File: src/rtl/syn_pkg.sv
// Shared types and helpers for the synapse delay array.
// The optional overrun counters are enabled with SYN_OVERRUN_CNT_EN.
package syn_pkg;

  typedef enum logic {
    SYN_IDLE    = 1'b0,
    SYN_PENDING = 1'b1
  } syn_state_t;

  localparam int OVR_W = 8;

  // Width of the summed current: one guard bit plus log2(channels) growth.
  function automatic int cur_w(input int weight_w, input int num_ch);
    return weight_w + $clog2(num_ch) + 1;
  endfunction

endpackage

File: src/rtl/synapse_channel.sv
// One synaptic channel: edge detect, IDLE/PENDING delay FSM, captured weight.
// Define SYN_OVERRUN_CNT_EN to add a saturating per-channel dropped-event counter.
module synapse_channel
  import syn_pkg::*;
#(
  parameter int DELAY_W  = 3,
  parameter int WEIGHT_W = 4
) (
  input  logic                clk,
  input  logic                reset,
  input  logic                spike_in,
  input  logic [DELAY_W-1:0]  delay,
  input  logic [WEIGHT_W-1:0] weight,
  output logic                fire,
  output logic                spike_out,
  output logic [WEIGHT_W-1:0] wgt_l,
  output syn_state_t          state
`ifdef SYN_OVERRUN_CNT_EN
  ,
  input  logic                cfg_clr,
  output logic [OVR_W-1:0]    overrun_cnt
`endif
);

  syn_state_t          state_q;
  syn_state_t          state_d;
  logic                prev_q;
  logic [DELAY_W-1:0]  cnt_q;
  logic [WEIGHT_W-1:0] wgt_q;
  logic                edge_det;
  logic                cnt_zero;
  logic                accept;

  assign edge_det = spike_in & ~prev_q;
  assign cnt_zero = (cnt_q == '0);

  always_ff @(posedge clk or posedge reset) begin
    if (reset) state_q <= SYN_IDLE;
    else       state_q <= state_d;
  end

  // An edge on the firing cycle re-arms rather than returning to IDLE.
  always_comb begin
    state_d = state_q;
    case (state_q)
      SYN_IDLE:    if (edge_det) state_d = SYN_PENDING;
      SYN_PENDING: if (cnt_zero && !edge_det) state_d = SYN_IDLE;
      default:     state_d = SYN_IDLE;
    endcase
  end

  always_comb begin
    fire   = 1'b0;
    accept = 1'b0;
    case (state_q)
      SYN_IDLE: accept = edge_det;
      SYN_PENDING: begin
        fire   = cnt_zero;
        accept = cnt_zero & edge_det;
      end
      default: ;
    endcase
  end

  always_ff @(posedge clk or posedge reset) begin
    if (reset) begin
      prev_q    <= 1'b0;
      cnt_q     <= '0;
      wgt_q     <= '0;
      spike_out <= 1'b0;
    end else begin
      prev_q    <= spike_in;
      spike_out <= fire;
      if (accept) begin
        cnt_q <= delay;
        wgt_q <= weight;
      end else if (state_q == SYN_PENDING && !cnt_zero) begin
        cnt_q <= cnt_q - 1'b1;
      end
    end
  end

  assign wgt_l = wgt_q;
  assign state = state_q;

`ifdef SYN_OVERRUN_CNT_EN
  logic drop;
  assign drop = (state_q == SYN_PENDING) & ~cnt_zero & edge_det;

  // A config write to this channel takes priority over a same-cycle drop.
  always_ff @(posedge clk or posedge reset) begin
    if (reset)                              overrun_cnt <= '0;
    else if (cfg_clr)                       overrun_cnt <= '0;
    else if (drop && overrun_cnt != '1)     overrun_cnt <= overrun_cnt + 1'b1;
  end
`endif

endmodule

File: src/rtl/synapse_delay_array.sv
// NUM_CH programmable-delay synapses with a registered weighted-sum current.
// Define SYN_OVERRUN_CNT_EN to expose per-channel overrun counters.
module synapse_delay_array
  import syn_pkg::*;
#(
  parameter int NUM_CH     = 4,
  parameter int DELAY_W    = 3,
  parameter int WEIGHT_W   = 4,
  parameter int RST_DELAY  = 2,
  parameter int RST_WEIGHT = 1
) (
  input  logic                                         clk,
  input  logic                                         reset,
  input  logic [NUM_CH-1:0]                            spike_in,
  input  logic                                         cfg_we,
  input  logic [((NUM_CH > 1) ? $clog2(NUM_CH) : 1)-1:0] cfg_ch,
  input  logic [DELAY_W-1:0]                           cfg_delay,
  input  logic [WEIGHT_W-1:0]                          cfg_weight,
  output logic [NUM_CH-1:0]                            spike_out,
  output logic signed [cur_w(WEIGHT_W, NUM_CH)-1:0]    current_out,
  output logic [NUM_CH-1:0]                            busy
`ifdef SYN_OVERRUN_CNT_EN
  ,
  output logic [NUM_CH*OVR_W-1:0]                      overrun_cnt
`endif
);

  localparam int CH_W  = (NUM_CH > 1) ? $clog2(NUM_CH) : 1;
  localparam int CUR_W = cur_w(WEIGHT_W, NUM_CH);

  logic [NUM_CH-1:0]               fire;
  logic [NUM_CH-1:0][WEIGHT_W-1:0] wgt_l;
  logic signed [CUR_W-1:0]         sum;

  for (genvar i = 0; i < NUM_CH; i++) begin : g_ch
    logic [DELAY_W-1:0]  delay_q;
    logic [WEIGHT_W-1:0] weight_q;
    logic                cfg_hit;
    syn_state_t          state;

    // Out-of-range channel indices match no channel and are ignored.
    assign cfg_hit = cfg_we && (cfg_ch == CH_W'(i));

    always_ff @(posedge clk or posedge reset) begin
      if (reset) begin
        delay_q  <= DELAY_W'(RST_DELAY);
        weight_q <= WEIGHT_W'(RST_WEIGHT);
      end else if (cfg_hit) begin
        delay_q  <= cfg_delay;
        weight_q <= cfg_weight;
      end
    end

    synapse_channel #(
      .DELAY_W (DELAY_W),
      .WEIGHT_W(WEIGHT_W)
    ) u_ch (
      .clk        (clk),
      .reset      (reset),
      .spike_in   (spike_in[i]),
      .delay      (delay_q),
      .weight     (weight_q),
      .fire       (fire[i]),
      .spike_out  (spike_out[i]),
      .wgt_l      (wgt_l[i]),
      .state      (state)
`ifdef SYN_OVERRUN_CNT_EN
      ,
      .cfg_clr    (cfg_hit),
      .overrun_cnt(overrun_cnt[i*OVR_W +: OVR_W])
`endif
    );

    assign busy[i] = (state == SYN_PENDING);
  end

  // Sum of captured weights for channels firing this cycle, sign-extended.
  always_comb begin
    sum = '0;
    for (int i = 0; i < NUM_CH; i++) begin
      if (fire[i]) sum = sum + {{(CUR_W-WEIGHT_W){wgt_l[i][WEIGHT_W-1]}}, wgt_l[i]};
    end
  end

  always_ff @(posedge clk or posedge reset) begin
    if (reset) current_out <= '0;
    else       current_out <= sum;
  end

endmodule

File: config.mk
export PLATFORM = sky130hd
export DESIGN_NAME = synapse_delay_array
export DESIGN_NICKNAME = d
export VERILOG_FILES = /design/src/rtl/syn_pkg.sv /design/src/rtl/synapse_channel.sv /design/src/rtl/synapse_delay_array.sv
export SDC_FILE = /design/constraint.sdc
export NUM_CORES = 1
export LEC_CHECK = 0
export ABC_AREA = 1
export CAP_MARGIN = 5
export CORE_MARGIN = 4
export CORE_UTILIZATION = 40
export DETAILED_ROUTE_END_ITERATION = 10
export GPL_ROUTABILITY_DRIVEN = 0
export SETUP_SLACK_MARGIN = 0.5
export SLEW_MARGIN = 20
export SYNTH_ARGS = -nofsm -noshare
export SYNTH_HDL_FRONTEND = slang
export SYNTH_HIERARCHICAL = 1
export SYNTH_SLANG_ARGS = --single-unit
export TNS_END_PERCENT = 50
File: constraint.sdc
create_clock -name clk -period 4.9 [get_ports clk]
set_input_delay 0.735 -clock clk [delete_from_list [all_inputs] [get_ports clk]]
set_output_delay 0.735 -clock clk [all_outputs]
set_load 0.05 [all_outputs]
Word-level counts from Yosys, hierarchy flattened
Index checks and enable logic that the tools add are counted.
W data, S select, Z words.
{ "op_classes": {"addsub": 7, "n_eq_ne": 3, "mux": 32, "bitwise_logic": 16, "n_reduce_logical": 29} }
{ "op_table": {"columns": ["operator", "count"], "rows": [
  ["$mux W7", 4],
  ["$mux W3", 8],
  ["$add A7 B7 Y7", 3],
  ["$pmux W1 S2", 8],
  ["$logic_and A1 B1 Y1", 12],
  ["$logic_not A3 Y1", 4],
  ["$mux W1", 12],
  ["$sub A3 B1 Y3 const B", 4],
  ["$and A1 B1 Y1", 8],
  ["$logic_not A1 Y1", 8],
  ["$not A1 Y1", 8],
  ["$reduce_bool A2 Y1", 4],
  ["$eq A2 B2 Y1 const B", 2],
  ["$eq A2 B1 Y1 const B", 1],
  ["$logic_not A2 Y1", 1]
]} }
{ "totals": {"reg_bits": 75, "input_bits": 16, "output_inout_bits": 15, "wordCells": 116} }

Longest topological paths before layout
Gate-level depths: netlist of the first run.
{ "logic_depth": {"depth_word": 9, "ltp_mapped": 35, "depth_no_buf": 35} }

Hierarchy
The synthesis of the first run kept the hierarchy.
{ "modules_own_cells": {"columns": ["mod", "n_inst", "cells_each", "area_each_um2", "seq_area_each_um2"], "rows": [
  ["synapse_delay_array", 1, 278, 2153.3, 885.8],
  ["synapse_channel", 4, 53, 484.2, 250.2]
]} }

Worst setup path before layout of the first run
Ideal clock, no wire load.
{ "synth_timing": {"kind": "register -> register", "from": "reg g_ch[0].u_ch.cnt_q[0]", "to": "reg current_out[6]", "setup_ps": 116, "t_arrival_ps": 3726, "t_required_ps": 4784, "path_slack_ps": 1058, "path_stages_with_launch": 30, "n_path_buf": 0, "period_less_slack_ps": 3842, "path_cell_list": "dfrtp_1 > inv_1 > ha_1 > nand2_4 > nor2_1 > nand3_1 > nand2_1 > inv_1 > ha_1 > nand2_1 > o21ai_0 > fa_1 > inv_1 > nor2_1 > or3_1 > nand2_1 > nand2_1 > nand2_1 > inv_1 > ha_1 > nand2_1 > inv_1 > nand2_1 > nand3_1 > nand2_1 > nand2_1 > nor2_1 > inv_1 > nand2_1 > nand2_1"} }
{ "synth_via": {"elab_chain_len": 9} }
{ "synth_lines": {"columns": ["item", "line", "source"], "rows": [
  ["from (decl)", "synapse_channel.sv:28", "logic [DELAY_W-1:0] cnt_q;"],
  ["from (signal assigned)", "synapse_channel.sv:75", "cnt_q <= delay;"],
  ["from (signal assigned)", "synapse_channel.sv:78", "cnt_q <= cnt_q - 1'b1;"],
  ["$logic_not A3 Y1 *", "synapse_channel.sv:35", "assign cnt_zero = (cnt_q == '0);"],
  ["$mux W1 *", "synapse_channel.sv:55", "case (state_q)"],
  ["net fire[0]", "synapse_delay_array.sv:31", "logic [NUM_CH-1:0] fire;"],
  ["$mux W7 *", "synapse_delay_array.sv:81", "if (fire[i]) sum = sum + {{(CUR_W-WEIGHT_W){wgt_l[i][WEIGHT_W-1]}}, wgt_l[i]};"],
  ["$add A7 B7 Y7", "synapse_delay_array.sv:81", null],
  ["$mux W7 *", "synapse_delay_array.sv:81", null],
  ["$add A7 B7 Y7", "synapse_delay_array.sv:81", null],
  ["$mux W7 *", "synapse_delay_array.sv:81", null],
  ["$add A7 B7 Y7", "synapse_delay_array.sv:81", null],
  ["$mux W7 *", "synapse_delay_array.sv:81", null],
  ["net sum[6]", "synapse_delay_array.sv:33", "logic signed [CUR_W-1:0] sum;"],
  ["to (signal assigned)", "synapse_delay_array.sv:87", "else current_out <= sum;"],
  ["to (decl)", "synapse_delay_array.sv:20", "output logic signed [cur_w(WEIGHT_W, NUM_CH)-1:0] current_out,"]
]} }
Mark *: on every way through the listed nets, which the timed path passes. The rest lies on a longest branch.
A chain may end at the register's enable or synchronous reset.

Worst setup path in the final report of the first run
Same ends and word-level chain as after synthesis.

==> results.cfg, run 1 <==
[cells_and_area]
final_net_count = 562
final_layout_size_suffix_gt1_frac = 0.146
syn_to_final_growth_pct = 15.1
antennaDiodeCount = 0
fillerInstances = 984

[logic_synthesis]
synthFlopType = sky130_fd_sc_hd__dfrtp_1
post-synth-top-area-fraction = 0.410
synth_top_area_cells = sky130_fd_sc_hd__dfrtp_1, sky130_fd_sc_hd__nand2_1, sky130_fd_sc_hd__nand3_1
synth-async-reset-ratio = 1.00
post_synth.cell_area_avg_um2 = 8.35
synthDistinctLibCells = 33
ys_ff_latch = 75
synth_commonest_cells = sky130_fd_sc_hd__nand2_1, sky130_fd_sc_hd__dfrtp_1, sky130_fd_sc_hd__nand3_1, sky130_fd_sc_hd__inv_1, sky130_fd_sc_hd__o21ai_0
ys_seq_area_frac = 0.461
netlist_area_before_placement_um2 = 4090
synth_top_cell_by_area = sky130_fd_sc_hd__dfrtp_1
post-synth-top-count-cell = sky130_fd_sc_hd__nand2_1
synthesis.instances = 490
mappedNetlistNets = 531
synth_warnings = 6
synth_edf_count = 0

[power_and_ir_drop]
combinationalPowerShare = 0.515
power-per-cell-area_nw_per_um2 = 609
vdd_drop_max_mv = 0.194
p_sw_mw = 1.30
leakage_power_nw = 2.41
internal-power_mw = 1.57
seq_power_share = 0.345
clockPowerShare = 0.140
switching_share = 0.453
total_power_mw = 2.87

[clock_network]
max-clock-path-buffers = 2
worst_skew_pair.late_latency_ns = 0.34
ctsHtreeMaxLevel = 3
number_of_clock_sinks = 75
cts_made_buffers = 9
clk_root_buffer_cell = sky130_fd_sc_hd__clkbuf_8
worst_setup_hold_path_clk_slew_ns = 0.08
tritoncts = done

[detailed_routing]
routed_via_density = 4.76
detailedRoute.firstPassIterationCount = 4
route.detailed.wl_per_inst_um = 12.4
final_antenna_net_count = 0
drt_drc_violations_left = 0
dr_total_vias = 3140
finalWirelength_um = 8150
first_drt_iteration_drcs = 114

[sta]
timing.final.crit_period_ns = 3.96
final_critical_path_setup_slack_ns = 0.936
fin_crit_sh = 0.809
fin_max_slew_vios = 0
final.setup.tns_ns = 0
worst_slew_margin_relative_to_its_limit = 0.659
max_slew.worst_pin.slew_ns = 0.509
final-hold-violation-count = 0
setup_viol_count_final = 0
grt_setup_unrepaired = no
fin_skew_ns = 0.0115
clock.fmax_mhz = 252

[grt]
met1_usage = 0.198
antenna_violations_before_repair = 0
grt_overflow = 0
grt_start_max_net_pins = 36
grt_most_used_layer = met2
first_global_vias = 2994
grtUsageMet3 = 0.0213
grt_pass1_wl_um = 13900
use_met2 = 0.245
grt_resource_usage_total = 0.151

[floorplan]
row_count = 36
ioPinCount = 31
overall_die_area_um2 = 11900
height_of_the_chip_um = 109
die_x_um = 109
core-area_um2 = 9860
starting_density_of_the_core = 0.415

[worst_setup_path]
critical_path_arrival_ns = 4.20
cp_common_cell = sky130_fd_sc_hd__nand2_1
required_ns = 5.14
critPathKind = flop to flop
cp_slowest_stage_delay_ns = 0.38
worstSetupEndpointType = flop
timing.critical_path.slowest_stage_cell = sky130_fd_sc_hd__dfrtp_1
crit_path_start_kind = flop
path_max_fanout = 6

[placed_design]
dp_hpwl_um = 6170
worst_setup_slack_after_placement_ns = 0.547
port_buffers = 30

[status]
outcome = finished, final reports clean

[job]
maxCapViolCount = 0

[hold_path]
timing.hold.worst.class = flop to flop
-- cells by family (layout without fill, tap and decap cells) --
kind of cell,Yosys count,after routing,share of synthesized area
adders and majority gates,25,25,0.0801
AOI/OAI and AO/OA,53,53,0.0707
and+or+nand+nor,256,256,0.294
xor gates and xnor gates,7,7,0.0150
buffers and inverters,74,110,0.0792
DFF,75,75,0.461
-- final timing paths --
check	from	end	slack (ns)	cells after the start
max	g_ch[0].u_ch/cnt_q[0]$_DFFE_PP0P_	current_out[6]$_DFF_PP0_	0.94	29
min	g_ch[1].u_ch/wgt_l[0]$_DFFE_PP0P_	g_ch[1].u_ch/wgt_l[0]$_DFFE_PP0P_	0.49	2
max reg2reg	g_ch[0].u_ch/cnt_q[0]$_DFFE_PP0P_	current_out[6]$_DFF_PP0_	0.94	29
min reg2reg	g_ch[1].u_ch/wgt_l[0]$_DFFE_PP0P_	g_ch[1].u_ch/wgt_l[0]$_DFFE_PP0P_	0.49	2
max in group asynchronous	reset	g_ch[2].delay_q[1]$_DFFE_PP1P_	3.60	3
min in group asynchronous	reset	g_ch[0].u_ch/spike_out$_DFF_PP0_	0.83	2
-- metrics by stage --
step	cell area (um2)	util	hold WS [ns]	std cells
floorplan	4090	-	0.442	490
global placement	4470	0.453	0.466	641
detailed placement	4470	0.453	0.475	641
CTS	4630	0.469	0.493	657
global route	4710	0.477	0.516	659
finish	4710	0.477	0.487	659
-- layout make-up --
type                       instances  area (um2)  area share
clock inverter                     6        32.5     0.00691
clock buffer                      10         128      0.0271
multi-input combinational        341        1940       0.412
timing repair buffer              33         323      0.0686
sequential                        75        1890       0.401
inverter                          61         229      0.0487
tap                              133         166      0.0354
-- cells in the final DEF, fill, tap and decap left out, drive strengths merged --
cell type / count
buf: 3
xnor2: 6
clkdlybuf4s50: 30
dfrtp: 67
clkinvlp: 1
a21o: 1
a31oi: 4
or2: 6
or3: 1
clkinv: 6
clkbuf: 10
nor2: 21
nand3: 68
dfstp: 8
ha: 23
and2: 1
inv: 60
nand2: 156
fa: 2
a21boi: 2
o21ai: 39
a21oi: 7
xor2: 1
nand4: 3
-- power by group through the flow --
stage	clock, mW	sequential (mW)	combinational (mW)
6_report	0.402	0.988	1.48
5_1_grt	0.451	1.02	1.68
4_1_cts	0.421	0.980	1.43
3_5_place_dp	0	0.990	1.43
3_3_place_gp	0	0.986	1.40
2_1_floorplan	0	1.07	1.09
-- worst max-delay path: cells and delay by family (launching register included) --
kind | cells | cell delay, ns
AO/OA/AOI/OAI | 1 | 0.12
flip-flops | 1 | 0.38
AND/OR/NAND/NOR | 17 | 1.62
adder cells (fa/ha/maj) | 5 | 1.38
buffers and inverters | 6 | 0.36
-- flip-flops by register name, summed over array words and instances, names as in the netlist --
register             cells
g_ch.u_ch/cnt_q         12
g_ch.weight_q           16
g_ch.u_ch/prev_q         4
g_ch.delay_q            12
g_ch.u_ch/spike_out      4
g_ch.u_ch/wgt_l         16
g_ch.u_ch/state          4
current_out              7
-- layer usage --
layer	up-vias	share of wire
li1	1628	-
met5	-	0
met2	36	0.48
met4	0	0.020
met1	1465	0.48
met3	11	0.026
-- timing repair --
item	4_1_cts	5_1_grt
endpoints found under the setup margin	0	3
hold buffers	0	0
resized for setup	0	15
buffers inserted	0	2
(Power assumes the default switching activity.)
==> run 2, diff against run 1 <==
- clock period: 4.9 -> 3.3 ns (I/O delays scaled with it)
==> run 2 against run 1 <==
  * The run now ends with setup timing left
  * Highest routed layer unchanged
  * Die area is the same
  * Sequential share of layout area fell by 4.8 points
  * Combinational power up 99%
  * Worst hold slack gained 0.00096 ns
  * Register-to-register slack got worse by 1.3 ns
  * Critical endpoint unchanged
  * Fmax grew 7.4%
  * Wire length increased by 4.5%
==> results.cfg, run 2 (synthesized netlist as in run 1, its figures left out) <==
[status]
outcome = finished with violations
failed_checks = setup timing

[detailed_routing]
dr_total_vias = 3307
drt_drc_violations_left = 0
top_signal_layer_used = met4
detailedRoute.firstPassIterationCount = 4
wl_met3_um = 197
route.met2.wl_um = 4170
final_antenna_net_count = 0
routed_via_density = 4.66
route.detailed.wl_per_inst_um = 12.0
first_drt_iteration_drcs = 102
finalWirelength_um = 8520
met1Wirelength_um = 4070

[sta]
fin_skew_ns = 0.00797
grt_setup_unrepaired = yes
max_slew.worst_pin.slew_ns = 0.503
timing.final.crit_period_ns = 3.69
finalHoldWorstSlack_ns = 0.488
final_critical_path_setup_slack_ns = -0.391
final-hold-violation-count = 0
final.setup.tns_ns = -0.752
setup_viol_count_final = 3
fin_crit_sh = 1.12
worst_slew_margin_relative_to_its_limit = 0.664
fin_max_slew_vios = 0
clock.fmax_mhz = 271

[worst_setup_path]
timing.critical_path.slowest_stage_cell = sky130_fd_sc_hd__dfrtp_1
timing.critical_path.from = g_ch[0].u_ch/cnt_q[0]$_DFFE_PP0P_
critPathKind = flop to flop
worstSetupEndpointType = flop
cp_slowest_stage_delay_ns = 0.39
cp-endpoint = current_out[6]$_DFF_PP0_
setup.reg_to_reg.worst_slack_ns = -0.39
crit_path_start_kind = flop
r2r_start = g_ch[0].u_ch/cnt_q[0]$_DFFE_PP0P_
reg2reg_depth = 32
path_max_fanout = 6
reg2reg_to = current_out[6]$_DFF_PP0_
required_ns = 3.53
critical_path_arrival_ns = 3.92

[job]
maxCapViolCount = 0

[clock_network]
number_of_clock_sinks = 75
ctsHtreeMaxLevel = 3
tritoncts = done
worst_setup_hold_path_clk_slew_ns = 0.07
worst_skew_pair.late_latency_ns = 0.33
max-clock-path-buffers = 2
hold_bufs_at_cts = 0
clk_root_buffer_cell = sky130_fd_sc_hd__clkbuf_8
cts_made_buffers = 9

[floorplan]
row_count = 36
ioPinCount = 31
core-area_um2 = 9860
starting_density_of_the_core = 0.415
overall_die_area_um2 = 11900
die_x_um = 109
height_of_the_chip_um = 109

[cells_and_area]
final_layout_size_suffix_gt1_frac = 0.293
multi_input_comb_area_um2 = 2170
antennaDiodeCount = 0
final_cell_count_no_fill = 709
most_used_cells_in_the_layout_excluding_fill_and_tap_cells = sky130_fd_sc_hd__nand2_1, sky130_fd_sc_hd__dfrtp_1, sky130_fd_sc_hd__nand3_1, sky130_fd_sc_hd__buf_4, sky130_fd_sc_hd__inv_1
seqCellArea_um2 = 1890
mostFrequentLayoutCell = sky130_fd_sc_hd__nand2_1
post-route-cell-area_um2 = 5350
fillerInstances = 939
final_net_count = 612
syn_to_final_growth_pct = 30.7

[power_and_ir_drop]
total_power_mw = 5.10
vdd_drop_max_mv = 0.327
clockPowerShare = 0.133
switching_share = 0.422
combinationalPowerShare = 0.578
p_sw_mw = 2.15
seq_power_share = 0.289
internal-power_mw = 2.94
power-per-cell-area_nw_per_um2 = 953
leakage_power_nw = 2.67

[grt]
grt_pass1_wl_um = 14600
grt_overflow = 0
grt_start_max_net_pins = 29
grt_resource_usage_total = 0.155
first_global_vias = 3273
antenna_violations_before_repair = 0

[hold_path]
min-delay-start = g_ch[2].weight_q[2]$_DFFE_PP0P_
timing.hold.worst.class = flop to flop

[placed_design]
dp_hpwl_um = 6400
numPlacedInstances = 681
dpl-instance-area_um2 = 4880
port_buffers = 30
[run 2: cell types whose count changed in the layout (fill, tap and decap cells not counted), moves of 4 or more]
cell	change
sky130_fd_sc_hd__a21oi_1	-4
sky130_fd_sc_hd__ha_4	+8
sky130_fd_sc_hd__nand2_1	-15
sky130_fd_sc_hd__clkinv_2	-4
sky130_fd_sc_hd__nand2_2	+14
sky130_fd_sc_hd__buf_4	+48
sky130_fd_sc_hd__inv_1	-8
sky130_fd_sc_hd__ha_1	-8
sky130_fd_sc_hd__nand3_1	-4
sky130_fd_sc_hd__o21ai_0	-4
sky130_fd_sc_hd__a21oi_2	+4
sky130_fd_sc_hd__inv_2	+8
sky130_fd_sc_hd__nand3_2	+4
[run 2: timing repair]
action | in CTS | in global routing
buffers inserted | 6 | 6
endpoints found under the setup margin | 6 | 6
pin swaps | 20 | 22
resized for setup | 23 | 31
[run 2: how the worst min path moves through the flow]
| stage | end | slack, ns | cells after the start |
|---|---|---|---|
| finish | g_ch[2].weight_q[2]$_DFFE_PP0P_ | 0.49 | 2 |
| global route | g_ch[2].weight_q[3]$_DFFE_PP0P_ | 0.51 | 2 |
| CTS | g_ch[2].weight_q[3]$_DFFE_PP0P_ | 0.49 | 2 |
| detailed placement | g_ch[2].weight_q[3]$_DFFE_PP0P_ | 0.47 | 2 |
| global placement | g_ch[0].u_ch/wgt_l[3]$_DFFE_PP0P_ | 0.46 | 2 |
| floorplan | g_ch[0].u_ch/cnt_q[0]$_DFFE_PP0P_ | 0.34 | 1 |
[run 2: worst max-delay path, delay by kind of cell, from the launching register on]
kind | cells | cell delay [ns]
AOI/OAI and AO/OA | 1 | 0.21
buffers and inverters | 6 | 0.33
and+or+nand+nor | 20 | 1.80
DFF | 1 | 0.39
adders and majority gates | 5 | 0.86
[run 2: final cells by class]
cell class / count / area share
Clock buffer: 14 / 0.0286
Clock inverter: 2 / 0.00655
Inverter: 61 / 0.0428
Multi-Input combinational cell: 341 / 0.406
Sequential cell: 75 / 0.353
Tap cell: 133 / 0.0311
Timing Repair Buffer: 83 / 0.132
[run 2: routing by layer]
metal / GRT usage / vias to the layer above
met4: 0.0559 / 0
li1: - / 1735
met1: 0.203 / 1534
met5: 0 / -
met3: 0.0219 / 6
met2: 0.262 / 32
[run 2: power groups by stage]
stage	combinational, mW	sequential [mW]	clock (mW)
global route	3.29	1.51	0.750
floorplan	1.74	1.60	0
detailed placement	2.61	1.47	0
CTS	2.74	1.47	0.709
global placement	2.56	1.47	0
finish	2.95	1.47	0.680
[run 2: per-stage QoR]
stage	setup slack (ns)	utilization
2_1_floorplan	-0.209	-
6_report	-0.391	0.542
4_1_cts	-0.298	0.525
3_3_place_gp	-0.350	0.494
5_1_grt	-0.696	0.542
3_5_place_dp	-0.439	0.494
